==> src/rtl/encode_pack_pkg.sv <==
`default_nettype none
// ============================================================================
//  Module      : encode_pkg
//  Description : Shared types and constants for the encode_pack slice:
//                packer state encoding, byte-counter width default,
//                lane count and keep-mask helpers.
//  Revision    : 1.0 - initial release
// ============================================================================
package encode_pkg;

    typedef enum logic [1:0] {
        PACK  = 2'd0,
        FLUSH = 2'd1,
        DRAIN = 2'd2
    } state_t;

    localparam int          c_lzf_width = 20;
    localparam int          c_lanes     = 4;
    localparam int          c_entry_w   = 69;   // {last, keep[3:0], data[63:0]}
    localparam logic [3:0]  c_keep_all  = 4'b1111;
    localparam logic [3:0]  c_keep_none = 4'b0000;

    // Keep mask for a partial word holding 'lane' filled halfwords
    function automatic logic [3:0] keep_mask(input logic [1:0] lane);
        case (lane)
            2'd1:    keep_mask = 4'b0001;
            2'd2:    keep_mask = 4'b0011;
            2'd3:    keep_mask = 4'b0111;
            default: keep_mask = c_keep_none;
        endcase
    endfunction

endpackage
`default_nettype wire

==> src/rtl/encode_pack_if.sv <==
`default_nettype none
// ============================================================================
//  Module      : encode_pack_if
//  Description : Halfword stream from encode plus the 64-bit destination
//                put bus. master = encode/destination side, slave = packer.
//  Revision    : 1.0 - initial release
// ============================================================================
interface encode_pack_if;
    logic [15:0] data_i;
    logic        valid_i;
    logic        done_i;
    logic        fo_full;
    logic [63:0] m_dst;
    logic        m_dst_putn;
    logic        m_dst_full;
    logic [3:0]  m_keep;
    logic        m_last;

    modport master (
        output data_i, valid_i, done_i, m_dst_full,
        input  fo_full, m_dst, m_dst_putn, m_keep, m_last
    );

    modport slave (
        input  data_i, valid_i, done_i, m_dst_full,
        output fo_full, m_dst, m_dst_putn, m_keep, m_last
    );
endinterface
`default_nettype wire

==> src/rtl/encode_pack_fifo.sv <==
`default_nettype none
// ============================================================================
//  Module      : encode_pack_fifo
//  Description : Generic pointer-based synchronous FIFO with occupancy
//                count. Head entry is presented combinationally on rdata.
//                A push into a full FIFO is accepted only alongside a pop.
//  Revision    : 1.0 - initial release
// ============================================================================
module encode_pack_fifo #(
    parameter int DEPTH = 4,
    parameter int WIDTH = 69
) (
    input  wire                      clk,
    input  wire                      rst,     // asynchronous, active low
    input  wire                      push,
    input  wire                      pop,
    input  wire  [WIDTH-1:0]         wdata,
    output logic [WIDTH-1:0]         rdata,
    output logic [$clog2(DEPTH):0]   count,
    output logic                     full,
    output logic                     empty
);
    localparam int c_aw = $clog2(DEPTH);

    logic [WIDTH-1:0] r_mem [DEPTH];
    logic [c_aw-1:0]  r_wr_ptr;
    logic [c_aw-1:0]  r_rd_ptr;
    logic [c_aw:0]    r_count;
    logic             w_wr;
    logic             w_rd;

    assign full  = (r_count == (c_aw + 1)'(DEPTH));
    assign empty = (r_count == '0);
    assign count = r_count;
    assign rdata = r_mem[r_rd_ptr];
    assign w_rd  = pop & ~empty;
    assign w_wr  = push & (~full | w_rd);

    // Storage array, no reset needed: pointers define validity
    always_ff @(posedge clk) begin
        if (w_wr) begin
            r_mem[r_wr_ptr] <= wdata;
        end
    end

    // Pointers and occupancy; simultaneous push and pop keep count steady
    always_ff @(posedge clk or negedge rst) begin
        if (!rst) begin
            r_wr_ptr <= '0;
            r_rd_ptr <= '0;
            r_count  <= '0;
        end else begin
            if (w_wr) r_wr_ptr <= r_wr_ptr + 1'b1;
            if (w_rd) r_rd_ptr <= r_rd_ptr + 1'b1;
            case ({w_wr, w_rd})
                2'b10:   r_count <= r_count + 1'b1;
                2'b01:   r_count <= r_count - 1'b1;
                default: r_count <= r_count;
            endcase
        end
    end
endmodule
`default_nettype wire

==> src/rtl/encode_pack.sv <==
`default_nettype none
// ============================================================================
//  Module      : encode_pack
//  Description : Packs the 16-bit encode output stream into 64-bit words
//                (first halfword in [15:0]), buffers them in a FIFO and puts
//                them to the destination with an active-low strobe. Marks
//                the final word with last/keep and pulses done_o after it.
//                Optional macro ENCODE_PACK_BSWAP_EN byte-swaps each
//                halfword before packing.
//  Revision    : 1.0 - initial release
// ============================================================================
module encode_pack
    import encode_pkg::*;
#(
    parameter int DEPTH     = 4,
    parameter int SLACK     = 2,
    parameter int LZF_WIDTH = c_lzf_width
) (
    input  wire                   clk,
    input  wire                   rst,      // asynchronous, active low
    input  wire                   ce,
    encode_pack_if.slave          bus,
    output logic [LZF_WIDTH-1:0]  byte_cnt,
    output logic                  done_o,
    output logic                  ovf
);
    localparam int c_cw = $clog2(DEPTH) + 1;

    state_t                 r_state;
    logic [1:0]             r_lane;
    logic [63:0]            r_word;
    logic                   r_pend_full;
    logic                   r_cnt_clr;
    logic [63:0]            r_m_dst;
    logic [3:0]             r_m_keep;
    logic                   r_m_last;
    logic                   r_putn;

    logic [15:0]            w_hw;
    logic [63:0]            w_word_next;
    logic                   w_accept;
    logic                   w_push;
    logic                   w_pop;
    logic                   w_last_put;
    logic [c_entry_w-1:0]   w_wdata;
    logic [c_entry_w-1:0]   w_rdata;
    logic [c_cw-1:0]        w_count;
    logic                   w_fifo_full;
    logic                   w_fifo_empty;

`ifdef ENCODE_PACK_BSWAP_EN
    assign w_hw = {bus.data_i[7:0], bus.data_i[15:8]};
`else
    assign w_hw = bus.data_i;
`endif

    assign w_accept   = ce & bus.valid_i & (r_state == PACK);
    assign w_pop      = ce & ~w_fifo_empty & ~bus.m_dst_full;
    assign w_last_put = (r_state == DRAIN) & ~r_putn & r_m_last;

    assign bus.fo_full    = (r_state != PACK) || (w_count >= c_cw'(DEPTH - SLACK));
    assign bus.m_dst      = r_m_dst;
    assign bus.m_keep     = r_m_keep;
    assign bus.m_last     = r_m_last;
    assign bus.m_dst_putn = r_putn;

    // Current word with the incoming halfword dropped into its lane
    always_comb begin
        w_word_next = r_word;
        w_word_next[{r_lane, 4'b0000} +: 16] = w_hw;
    end

    // FIFO write request: full words in PACK, the terminating word in FLUSH
    always_comb begin
        w_push  = 1'b0;
        w_wdata = '0;
        if (ce) begin
            case (r_state)
                PACK: begin
                    // a word completed together with done_i is deferred to FLUSH so it carries last=1
                    if (bus.valid_i && (r_lane == 2'd3) && !bus.done_i) begin
                        w_push  = 1'b1;
                        w_wdata = {1'b0, c_keep_all, w_word_next};
                    end
                end
                FLUSH: begin
                    w_push = 1'b1;
                    // empty lane gives keep=0000 over an all-zero word: the terminator
                    if (r_pend_full) w_wdata = {1'b1, c_keep_all, r_word};
                    else             w_wdata = {1'b1, keep_mask(r_lane), r_word};
                end
                default: ;
            endcase
        end
    end

    encode_pack_fifo #(
        .DEPTH (DEPTH),
        .WIDTH (c_entry_w)
    ) u_fifo (
        .clk   (clk),
        .rst   (rst),
        .push  (w_push),
        .pop   (w_pop),
        .wdata (w_wdata),
        .rdata (w_rdata),
        .count (w_count),
        .full  (w_fifo_full),
        .empty (w_fifo_empty)
    );

    // Packer state machine: lane assembly, flush and end-of-stream pulse
    always_ff @(posedge clk or negedge rst) begin
        if (!rst) begin
            r_state     <= PACK;
            r_lane      <= 2'd0;
            r_word      <= '0;
            r_pend_full <= 1'b0;
            done_o      <= 1'b0;
        end else begin
            done_o <= 1'b0;
            case (r_state)
                PACK: begin
                    if (ce) begin
                        if (bus.valid_i) begin
                            r_lane <= r_lane + 2'd1;
                            if (r_lane == 2'd3) begin
                                r_word      <= bus.done_i ? w_word_next : '0;
                                r_pend_full <= bus.done_i;
                            end else begin
                                r_word <= w_word_next;
                            end
                        end
                        if (bus.done_i) r_state <= FLUSH;
                    end
                end
                FLUSH: begin
                    if (ce) begin
                        r_state     <= DRAIN;
                        r_lane      <= 2'd0;
                        r_word      <= '0;
                        r_pend_full <= 1'b0;
                    end
                end
                DRAIN: begin
                    // the put of the last word is already on the bus, so finish even if ce drops now
                    if (w_last_put) begin
                        r_state <= PACK;
                        done_o  <= 1'b1;
                    end
                end
                default: r_state <= PACK;
            endcase
        end
    end

    // Payload byte count (restarts with the first halfword of a new stream) and sticky overflow
    always_ff @(posedge clk or negedge rst) begin
        if (!rst) begin
            byte_cnt  <= '0;
            r_cnt_clr <= 1'b0;
            ovf       <= 1'b0;
        end else begin
            if (w_last_put) begin
                r_cnt_clr <= 1'b1;
            end
            if (w_accept) begin
                byte_cnt  <= (r_cnt_clr ? '0 : byte_cnt) + LZF_WIDTH'(2);
                r_cnt_clr <= 1'b0;
            end
            if (ce && bus.valid_i && (r_state != PACK)) ovf <= 1'b1;
            if (w_push && w_fifo_full && !w_pop)        ovf <= 1'b1;
        end
    end

    // Registered put stage: one strobe per popped FIFO entry
    always_ff @(posedge clk or negedge rst) begin
        if (!rst) begin
            r_m_dst  <= '0;
            r_m_keep <= '0;
            r_m_last <= 1'b0;
            r_putn   <= 1'b1;
        end else if (w_pop) begin
            r_m_dst  <= w_rdata[63:0];
            r_m_keep <= w_rdata[67:64];
            r_m_last <= w_rdata[68];
            r_putn   <= 1'b0;
        end else begin
            r_putn   <= 1'b1;
        end
    end
endmodule
`default_nettype wire
==> src/flat_wrapper.sv <==
// flat-port wrapper written by rule: the top's interface ports become plain ports
module encode_pack_flat import encode_pkg::*;
#(
    parameter int DEPTH     = 4,
    parameter int SLACK     = 2,
    parameter int LZF_WIDTH = c_lzf_width
)
  (clk, rst, ce, byte_cnt, done_o, ovf, bus_data_i, bus_valid_i, bus_done_i, bus_m_dst_full, bus_fo_full, bus_m_dst, bus_m_dst_putn, bus_m_keep, bus_m_last);
  encode_pack_if bus_i ();
  input  wire clk;
  input  wire rst;
  input  wire ce;
  output logic [LZF_WIDTH-1:0] byte_cnt;
  output logic done_o;
  output logic ovf;
  input wire logic [$bits(bus_i.data_i)-1:0] bus_data_i;
  input wire logic [$bits(bus_i.valid_i)-1:0] bus_valid_i;
  input wire logic [$bits(bus_i.done_i)-1:0] bus_done_i;
  input wire logic [$bits(bus_i.m_dst_full)-1:0] bus_m_dst_full;
  output wire logic [$bits(bus_i.fo_full)-1:0] bus_fo_full;
  output wire logic [$bits(bus_i.m_dst)-1:0] bus_m_dst;
  output wire logic [$bits(bus_i.m_dst_putn)-1:0] bus_m_dst_putn;
  output wire logic [$bits(bus_i.m_keep)-1:0] bus_m_keep;
  output wire logic [$bits(bus_i.m_last)-1:0] bus_m_last;
  assign bus_i.data_i = bus_data_i;
  assign bus_i.valid_i = bus_valid_i;
  assign bus_i.done_i = bus_done_i;
  assign bus_i.m_dst_full = bus_m_dst_full;
  assign bus_fo_full = bus_i.fo_full;
  assign bus_m_dst = bus_i.m_dst;
  assign bus_m_dst_putn = bus_i.m_dst_putn;
  assign bus_m_keep = bus_i.m_keep;
  assign bus_m_last = bus_i.m_last;
  encode_pack #(.DEPTH(DEPTH), .SLACK(SLACK), .LZF_WIDTH(LZF_WIDTH)) u_core (.clk(clk), .rst(rst), .ce(ce), .bus(bus_i), .byte_cnt(byte_cnt), .done_o(done_o), .ovf(ovf));
endmodule
==> config.mk <==
export PLATFORM = sky130hd
export DESIGN_NAME = encode_pack_flat
export DESIGN_NICKNAME = d
export VERILOG_FILES = /design/src/rtl/encode_pack_pkg.sv /design/src/rtl/encode_pack_if.sv /design/src/rtl/encode_pack_fifo.sv /design/src/rtl/encode_pack.sv /design/src/flat_wrapper.sv
export SDC_FILE = /design/constraint.sdc
export NUM_CORES = 1
export LEC_CHECK = 0
export CAP_MARGIN = 20
export CELL_PAD_IN_SITES_DETAIL_PLACEMENT = 1
export CELL_PAD_IN_SITES_GLOBAL_PLACEMENT = 1
export CORE_ASPECT_RATIO = 1.25
export CORE_UTILIZATION = 51
export DETAILED_ROUTE_END_ITERATION = 16
export PLACE_DENSITY = 0.88
export SLEW_MARGIN = 20
export SYNTH_ARGS = -nofsm -noshare
export SYNTH_HDL_FRONTEND = slang
export SYNTH_SLANG_ARGS = --single-unit
==> constraint.sdc <==
create_clock -name clk -period 4.9 [get_ports clk]
set_input_delay 0.98 -clock clk [delete_from_list [all_inputs] [get_ports clk]]
set_output_delay 0.98 -clock clk [all_outputs]
set_load 0.02 [all_outputs]
==> out/results.ini <==
[run_status]
outcome=finished clean

[timing]
final_cycle_share_pct=74.2
timing.slew.headroom_pct=36.2
setup_viol_count_final=0
tns_ns=0
report.final.hold_viol_count=0
whs_ns=0.505
tightestPinTransition_ns=0.957
drv_slew=0
final_period_minus_worst_setup_slack_ns=3.63
setup_ws_ns=1.27
clock_skew_ns=0.00808
grt_setup_unrepaired=no
maxClockFrequency_mhz=275

[yosys]
synth_seq_area_share_pct=69.9
ys_async_sr_fraction_pct=37.8
synthesis.area_um2=17900
synthMostInstantiatedCell=sky130_fd_sc_hd__edfxtp_1
yosys.area_share.adder_pct=0.882
post-synth-top-area-fraction_pct=46.3
synth_top_family_by_area=multiplexers
synth_top_cell_by_area=sky130_fd_sc_hd__edfxtp_1
area_fraction_in_compound_gates_after_synthesis_pct=7.93
synth-edff-count=276
synth.net_count=1091
ys_warn_count=0
synth.avg_cell_area_um2=16.9
synth-seq-cells=444
synthesis.instances=1057
ys_types=62
synth_mux_area_share_pct=13.5
synth_xor_area_share_pct=0.392
ys_dominant_reg_cell=sky130_fd_sc_hd__edfxtp_1
synth.top_cells.by_area=sky130_fd_sc_hd__edfxtp_1 (46%), sky130_fd_sc_hd__dfrtp_1 (23%), sky130_fd_sc_hd__mux4_2 (8.7%), sky130_fd_sc_hd__mux2_2 (4.3%), sky130_fd_sc_hd__a22o_1 (3.2%)
synth_simple_gate_area_share_pct=5.04
synth_commonest_cells=sky130_fd_sc_hd__edfxtp_1 (276), sky130_fd_sc_hd__dfrtp_1 (167), sky130_fd_sc_hd__nor2_1 (85), sky130_fd_sc_hd__mux2_2 (69), sky130_fd_sc_hd__mux4_2 (69)

[cts]
postCtsHoldBufs=0
post-cts-setup-buffer-count=0
clock_latency_ns=0.55
clock_root_buffer=sky130_fd_sc_hd__clkbuf_16
clk_transition_reported_paths_ns=0.06
post_cts.resized_instances=0
cts-buffers-inserted=43
clock-sinks=444
htree_num_levels=2
max-clock-path-buffers=3
tritoncts=built

[detailed_routing]
drt_pre_antenna_iters=5
drcViolationCount=0
antenna_left=0
via_per_inst=6.12
vias_after_detailed_routing=10200
detail_route.wl_per_cell_um=26.2
wirelength_um=43500
detailed_route_iter0_violations=847

[pwr]
power.density_cell_area_nw_per_um2=567
ir_worst_vdd_v=0.000251
leakage_dissipation_nw=7.74

[placement]
placement.io_buffers=113
globalplace.congestion=0.787
post-place-cells=1582
detailedPlacementHpwl_um=26900
placement.setup.worst_slack_ns=1.28

[die]
row_count=76
die_x_um=169
core_area_um2=34500
fp.dieArea_um2=35800
chipHeight_um=211
starting_density_pct=51.8
io_pins=115

[job]
cap_viol_max_count=0

[global_route]
via_count_of_the_first_global_routing_pass=11100
initial_antenna_violation_count=1
grt_overflow_total=0
grt_start_max_net_pins=96
grt_use_total_pct=25.3
grt_pass1_wl_um=67100

[cells_and_area]
final_cell_count_no_fill=1662
area_delta_synth_final_pct=17.1
fin_util_pct=60.7
diodes=0
final.fill_count=3038
nets=1193
drive_gt1_share_pct=21.7

[setup_path]
critPathLaunchType=register
critPathKind=reg2out
worstPathRequired_ns=3.92
cp-end-kind=primary output
worst-endpoint-arrival_ns=2.65
worst-path-max-fanout=12

[worst_hold_path]
hold_path.class=in2async

critical path, stage by stage (launching register included):
cell and delay (ns):
sky130_fd_sc_hd__dfrtp_1 0.55, sky130_fd_sc_hd__or2_1 0.72, sky130_fd_sc_hd__or3_1 0.22, sky130_fd_sc_hd__clkdlybuf4s50_1 0.61
placed cells by master, fill, tap and decap left out, types with 5 or more instances in the layout:
master                            netlist  final
sky130_fd_sc_hd__nand2_1               31     31
sky130_fd_sc_hd__clkbuf_1              17      6
sky130_fd_sc_hd__inv_1                 14     14
sky130_fd_sc_hd__o21ai_0               20     20
sky130_fd_sc_hd__mux4_2                69     69
sky130_fd_sc_hd__nor3_1                 9      9
sky130_fd_sc_hd__xnor2_1                5      5
sky130_fd_sc_hd__edfxtp_1             276    276
sky130_fd_sc_hd__clkbuf_16              0     43
sky130_fd_sc_hd__nor2_1                85     85
sky130_fd_sc_hd__mux2i_1                7      7
sky130_fd_sc_hd__clkdlybuf4s50_1        0    112
sky130_fd_sc_hd__clkinv_2               0      9
sky130_fd_sc_hd__a22oi_1               66     66
sky130_fd_sc_hd__mux2_2                69     69
sky130_fd_sc_hd__ha_1                  11     11
sky130_fd_sc_hd__bufinv_16              0      7
sky130_fd_sc_hd__nand3_1                7      7
sky130_fd_sc_hd__buf_4                  4     15
sky130_fd_sc_hd__a22o_1                65     65
sky130_fd_sc_hd__nand4_1                7      7
sky130_fd_sc_hd__dfrtp_1              167    165
stage by stage:
| stage | cell area [um2] | power, mW |
|---|---|---|
| 2_1_floorplan | 17900 | 7.16 |
| 3_3_place_gp | 19400 | 8.34 |
| 3_5_place_dp | 19400 | 8.49 |
| 4_1_cts | 20900 | 12.0 |
| 5_1_grt | 20900 | 12.4 |
| 6_report | 20900 | 11.9 |
routing by layer:
metal | wire (um) | GRT usage (%) | vias up
li1 | - | - | 4315
met1 | 16500 | 30.7 | 5366
met2 | 23100 | 44.5 | 366
met3 | 2200 | 4.11 | 115
met4 | 1800 | 10.9 | 2
met5 | 11 | 0 | -
state kept, by name (all words and copies together), names as in the netlist, 3 cells and up:
| name | count |
|---|---|
| u_core.r_word | 64 |
| u_core.byte_cnt | 19 |
| u_core.u_fifo.count | 3 |
| u_core.u_fifo.r_mem | 276 |
| u_core.bus.m_keep | 4 |
| u_core.bus.m_dst | 64 |
path summary, 6_finish.rpt:
| kind | from | to | slack [ns] | cells past startpoint |
|---|---|---|---|---|
| max in group asynchronous | rst | u_core.bus.m_keep[3] | 3.36 | 2 |
| setup reg to reg | u_core.r_lane[0] | u_core.u_fifo.r_mem[1][7] | 2.01 | 6 |
| hold reg to reg | u_core.r_word[20] | u_core.r_word[20] | 0.51 | 1 |
| min in group clk | u_core.r_word[20] | u_core.r_word[20] | 0.51 | 1 |
| hold / removal | rst | u_core.bus.m_dst[36] | 0.51 | 1 |
| setup / recovery | u_core.r_state[0] | bus_fo_full | 1.27 | 3 |
cells by family after synthesis:
family          count (synthesis)
compound gates                179
simple gates                  177
mux                           146
other cells                     1
xor+xnor                        8
fa+ha+maj                      12
buf+inv                        90
flops                         444
area by class of cell:
| cell class | instances | area [um2] | share of cell area, % |
|---|---|---|---|
| Tap cell | 468 | 586 | 2.80 |
| Clock inverter | 28 | 345 | 1.65 |
| Sequential cell | 444 | 12500 | 59.7 |
| Multi-Input combinational cell | 523 | 4990 | 23.8 |
| Inverter | 15 | 56.3 | 0.269 |
| Timing Repair Buffer | 132 | 1330 | 6.33 |
| Clock buffer | 52 | 1140 | 5.44 |
report_power, final:
part / leakage, nW / switching [mW] / total, mW / internal, mW
Clock: 0.722 / 1.42 / 3.47 / 2.05
Sequential: 4.83 / 0.592 / 5.16 / 4.57
Combinational: 2.19 / 1.65 / 3.26 / 1.61
Total: 7.74 / 3.66 / 11.9 / 8.22
(Power assumes the default switching activity.)
